File: src/rtl/lp_cntr_updn_df.sv
// -----------------------------------------------------------------------------
// lp_cntr_updn_df
//
// Low-power loadable up/down counter with a dynamic terminal-value flag.
//
// Per rising clk edge the priority is: load (ld_n=0) > count (enable=1) > hold.
// In hold the count register is left untouched, so it does not toggle.
// SAT_MODE selects modular wrap (0) or saturation at 0 / all-ones (1).
// REG_TRMCNT selects a combinational (0) or registered (1) terminal flag.
// The terminal flag never alters the counting sequence.
//
// Parameters
//   WIDTH       counter / load / terminal-value width (2..64)
//   REG_TRMCNT  0: term_count_n combinational, 1: term_count_n registered
//   SAT_MODE    0: wrap modulo 2^WIDTH, 1: saturate at the bounds
//
// Ports
//   clk           in   1      single clock, rising-edge active
//   rst_n         in   1      asynchronous active-low reset (count -> 0)
//   enable        in   1      count enable, active-high
//   up_dn         in   1      1 = increment, 0 = decrement
//   ld_n          in   1      synchronous load, active-low
//   ld_count      in   WIDTH  load value
//   term_val      in   WIDTH  terminal value, may change every cycle
//   count         out  WIDTH  current count (register output)
//   term_count_n  out  1      0 when count equals term_val
// -----------------------------------------------------------------------------
module lp_cntr_updn_df #(
    parameter int WIDTH      = 8,
    parameter int REG_TRMCNT = 0,
    parameter int SAT_MODE   = 0
) (
    input  logic             clk,
    input  logic             rst_n,
    input  logic             enable,
    input  logic             up_dn,
    input  logic             ld_n,
    input  logic [WIDTH-1:0] ld_count,
    input  logic [WIDTH-1:0] term_val,
    output logic [WIDTH-1:0] count,
    output logic             term_count_n
);

    localparam logic [WIDTH-1:0] ZERO_C = {WIDTH{1'b0}};
    localparam logic [WIDTH-1:0] MAX_C  = {WIDTH{1'b1}};
    localparam logic [WIDTH-1:0] ONE_C  = {{(WIDTH-1){1'b0}}, 1'b1};
    localparam logic             SAT_C  = (SAT_MODE != 32'sd0);

    logic [WIDTH-1:0] count_r;
    logic [WIDTH-1:0] next_count_s;
    logic             upd_s;

    // One counting step in the selected direction; in saturate mode a step
    // that would cross a bound leaves the value where it is.
    function automatic logic [WIDTH-1:0] step_count(
        input logic [WIDTH-1:0] cur,
        input logic             up
    );
        logic [WIDTH-1:0] res;
        if (up) begin
            if (SAT_C && (cur == MAX_C)) begin
                res = cur;
            end else begin
                res = cur + ONE_C;
            end
        end else begin
            if (SAT_C && (cur == ZERO_C)) begin
                res = cur;
            end else begin
                res = cur - ONE_C;
            end
        end
        return res;
    endfunction

    // Register write qualifier: only load or count cycles touch the register.
    assign upd_s = (~ld_n) | enable;

    // Next-count selection with load > count > hold priority.
    always_comb begin
        next_count_s = count_r;
        if (!ld_n) begin
            next_count_s = ld_count;
        end else if (enable) begin
            next_count_s = step_count(count_r, up_dn);
        end else begin
            next_count_s = count_r;
        end
    end

    // Count register; hold cycles are skipped entirely to avoid toggling.
    always_ff @(posedge clk or negedge rst_n) begin
        if (!rst_n) begin
            count_r <= ZERO_C;
        end else if (upd_s) begin
            count_r <= next_count_s;
        end
    end

    assign count = count_r;

    generate
        if (REG_TRMCNT != 32'sd0) begin : g_reg_tc
            logic tc_r;

            // Registered flag looks at the value count takes at this edge so
            // it lines up with count in the following cycle; it updates every
            // edge because term_val may change even while count holds.
            always_ff @(posedge clk or negedge rst_n) begin
                if (!rst_n) begin
                    tc_r <= 1'b1;
                end else begin
                    tc_r <= ~(next_count_s == term_val);
                end
            end

            assign term_count_n = tc_r;
        end else begin : g_comb_tc
            // Zero-latency compare; also live during reset (count is 0 then).
            assign term_count_n = ~(count_r == term_val);
        end
    endgenerate

endmodule

File: config.mk
export PLATFORM = sky130hd
export DESIGN_NAME = lp_cntr_updn_df
export DESIGN_NICKNAME = d
export VERILOG_FILES = /design/src/rtl/lp_cntr_updn_df.sv
export SDC_FILE = /design/constraint.sdc
export NUM_CORES = 1
export LEC_CHECK = 0
export BUFFER_PORTS_ARGS = -buffer_cell sky130_fd_sc_hd__buf_4
export CORE_UTILIZATION = 41
export DETAILED_ROUTE_END_ITERATION = 12
export PLACE_DENSITY = 0.72
export SETUP_SLACK_MARGIN = 0.5
export SLEW_MARGIN = 20
export SYNTH_ARGS = -nofsm -noshare
export SYNTH_HDL_FRONTEND = slang
export SYNTH_SLANG_ARGS = --single-unit
File: constraint.sdc
create_clock -name clk -period 2.1 [get_ports clk]
set_clock_uncertainty 0.1 [all_clocks]
set_input_delay 0.21 -clock clk [delete_from_list [all_inputs] [get_ports clk]]
set_output_delay 0.21 -clock clk [all_outputs]
set_load 0.05 [all_outputs]
; Word level (Yosys, flattened, before mapping)
; Cells that the tools add are included.
[word_totals]
output_inout_bits = 9
wordCells = 12
in_bits = 21
regBits = 8
[op_classes]
n_bitwise = 3
addsub = 2
n_mux = 3
n_eq_ne = 2
n_reduce_logical = 1
[ops]
columns = op, n
row1 = two-way mux 8 bit, 3
row2 = "adder 8 x 1 -> 8 bit, second input constant", 1
row3 = equality test 8 bit, 1
row4 = "subtractor 8 x 1 -> 8 bit, second input constant", 1
row5 = "inequality test 2 bit, second input constant", 1
row6 = inverter 1 bit, 2
row7 = AND reduction 2 bit, 1
row8 = OR 1 bit, 1

; Depth between registers and ports, before layout
[depth]
word_depth = 4
mapped_depth = 7
depth_no_buf = 7

; Worst setup path after synthesis
; OpenSTA, ideal clock, no wires.
[synth_path]
kind = reg-to-reg
start = register count_r[0] (netlist: count[0])
end = register count_r[6] (netlist: count[6])
setup_ns = 0.136
setup_slack_ns = -0.243
arrival_ns = 2.106
path_buffers = 0
required_ns = 1.864
period_less_slack_ns = 2.343
path_stages_with_launch = 7
path_cell_list = dfrtp_1 fa_1 a211oi_1 o21bai_1 a21oi_1 nor3_1 or3b_2
[synth_between]
elab_chain_cells = 4
word_cells_on_any_way = 5
cone_classes = add/sub (2) / mux (3)
[synth_lines]
columns = item, line_no
row1 = start: declaration, 49  ; logic [WIDTH-1:0] count_r;
row2 = start signal: assignment, 96  ; count_r <= next_count_s;
row3 = subtractor 8 x 1 -> 8 bit / adder 8 x 1 -> 8 bit (equally long branches), "70, 64"
row4 = two-way mux 8 bit (*), 60  ; if (up) begin
row5 = two-way mux 8 bit (*), 84  ; end else if (enable) begin
row6 = two-way mux 8 bit (*), 82  ; if (!ld_n) begin
; Every way passes the cells marked *; elsewhere a longest branch is shown, timed or not. The select of a mux whose other input is x is not followed.
; A chain may end at the register's enable or synchronous reset.

; Worst setup path in the final report
; Same ends and word-level chain as after synthesis.

==> results.toml <==
[clock_tree]
clock_path_buffers = 2
cts-buffers-inserted = 3
cts_root_buf = "clkbuf_4"
cts_sinks = 8
clk_pin_slew_worst_paths_ns = 0.06
clkLatencyLatePin_ns = 0.25
cts_tree = "done"
htree_levels = 1

[sta]
rsz0062_at_grt = "true"
worst_slew_pin_slew_ns = 0.239
worst_hold_slack_ns = 0.0700
finalCritPeriodShare = 0.952
timing_hold_violations_final = 0
slew_headroom = 0.839
report.final.slew_viol_count = 0
clock.fmax_mhz = 500
setup_slack_ns = 0.102
min_period_ns = 2.00
setup_viol = 0

[cells_and_area]
n_antenna_cell = 0
mostFrequentLayoutCell = "buf_4"
largest_register_ffs = 8
final_nets = 159
final_cell_mix = "33 x buf_4, 8 x xor2_1, 7 x nor2_1, 6 x a21oi_1, 6 x dfrtp_2"
drive_above_1_share = 0.523
area.growth.synth_to_final_pct = 66.3

[die]
dieHeight_um = 45.3
ioPinCount = 30
coreArea_mm2 = 0.00175
dieArea_mm2 = 0.00205
die_w_um = 45.3
initial_core_util = 0.440
rows = 15

[synth]
synth_fa_ha_area_frac = 0.124
avgSynthCellArea_um2 = 8.54
synth_xor_area_frac = 0.137
ys_types = 28
synth_nets = 118
synthSimpleGateAreaFrac = 0.191
synth_area_um2 = 768
synth_top_family_by_area = "compound AO/OA/AOI/OAI gates"
yosysWarnings = 0
synth-seq-cells = 8
netlist_instances = 90
synth_compound_area_frac = 0.212
ys_seq_area_frac = 0.261
synthMuxAreaShare = 0.0521

[run]
maxCapViolations = 0

[critical_path]
r2r_start = "count[0]"
startpoint = "count[0]"
worstPathMaxFanout = 2
crit_family = "compound AO/OA/AOI/OAI gates"
cp.arrival_ns = 2.03
crit_chain = "fa_2 > a211oi_2 > o21bai_1 > a21oi_2 > nor3_1 > or3b_4"
cp-start-kind = "register"
path_buf_inv = 0
slowest_stage = "dfrtp_2"
end_kind = "register"
critPathRequiredTime_ns = 2.13
max_stage_delay_ns = 0.42
critical_path_class = "reg2reg"

[global_routing]
first_global_vias = 769
gr-total-overflow = 0
grtUsageTotal = 0.230
grt_max_degree = 17
grt_first_pass_wirelength_mm = 3.32
antenna_found_initial = 0

[placed_design]
hpwl_mm = 1.64
dpl_worst_slack_ns = -0.0129
placement.io_buffers = 29
gp_congestion = 0.826

[drt]
post_drt_wl_per_cell_um = 14.5
num_vias = 842
wl_mm = 2.25
first_pass_iters = 4
drt_iter0_drc = 21
via_per_inst = 5.43
ant_nets = 0
post-route-drc-count = 0

[power_and_ir_drop]
p_leak_nw = 0.557
p_per_area_mw_per_mm2 = 722
worst_ir_drop_vdd_v = 0.000413

[hold_path]
hold_class = "in2reg"
hp-start = "ld_count[7]"

[status]
outcome = "complete, no violations"
[stage by stage]
step	total power, W	setup TNS (ns)	util	cell area [µm²]	instances
2_1_floorplan	0.000547	0	-	821	90
3_3_place_gp	0.000687	0	0.624	1090	145
3_5_place_dp	0.000698	-0.0129	0.624	1090	145
4_1_cts	0.000864	0	0.678	1180	153
5_1_grt	0.000984	0	0.732	1280	155
6_report	0.000922	0	0.732	1280	155
[path summary, 6_finish.rpt]
path,to,slack (ns),depth (start not counted)
worst max-delay path,count[6],0.10,6
worst min-delay path,count[7],0.07,3
worst max register to register,count[6],0.10,6
worst min register to register,count[4],0.56,2
max in group asynchronous,count[5],1.54,2
min in group asynchronous,count[0],0.21,2
[cells by family after synthesis]
kind of cell             count (synthesis)
XOR/XNOR                                12
multiplexers                             4
adder cells (fa/ha/maj)                  7
buffers and inverters                    5
AO/OA/AOI/OAI                           25
flip-flops                               8
AND/OR/NAND/NOR                         29
[repair_timing]
| item | in CTS | in global routing |
|---|---|---|
| pin swaps | 12 | 4 |
| cloned | 0 | 0 |
| hold endpoints to repair | 8 | 0 |
| buffers inserted | 3 | 2 |
| hold buffers | 1 | 0 |
| endpoints found under the setup margin | 6 | 7 |
| gates resized for setup | 9 | 10 |
[metal layers]
metal  up-vias  GRT usage  routed length, µm
met5         -          0                  0
met2        26      0.412               1180
met1       399      0.266                934
met3         4     0.0680                 82
met4         0     0.0545                 45
li1        413          -                  -
[cells in the mapped netlist (all sizes together)]
cell,instances,area (µm²)
o2bb2ai,1,8.76
nand2,6,22.5
dfrtp,8,200
xor2,8,70.1
mux2i,4,40.0
nor3,2,10.0
ha,6,75.1
or3,2,12.5
o21ai,3,15.0
o21bai,2,15.0
nor2,7,26.3
buf,1,3.75
a21o,5,38.8
clkbuf,2,7.51
a21oi,9,45.0
and2,1,6.26
fa,1,20.0
a211o,2,17.5
xnor2,4,35.0
nand4,3,18.8
nand3,3,15.0
nor4,2,12.5
and3,1,6.26
a211oi,3,22.5
or3b,1,8.76
nand3b,1,7.51
inv,2,7.51
[worst min-delay path, delay by kind of cell]
kind	cells	cell delay (ns)
AND/OR/NAND/NOR	2	0.10
buffers and inverters	1	0.07
[report_power, final]
| part | internal [W] | switching (W) | total (W) |
|---|---|---|---|
| logic | 0.000272 | 0.000297 | 0.000569 |
| registers | 0.000184 | 0.0000441 | 0.000228 |
| clock network | 0.0000727 | 0.0000526 | 0.000125 |
[layout make-up]
class                           instances  area (µm²)
Clock buffer                            4        26.3
Tap cell                               25        31.3
Timing Repair Buffer                   39         327
Fill cell                             145         468
Sequential cell                         8         208
Inverter                                2        11.3
Multi-Input combinational cell         77         674
No activity file was read; power rests on OpenSTA's default activity.
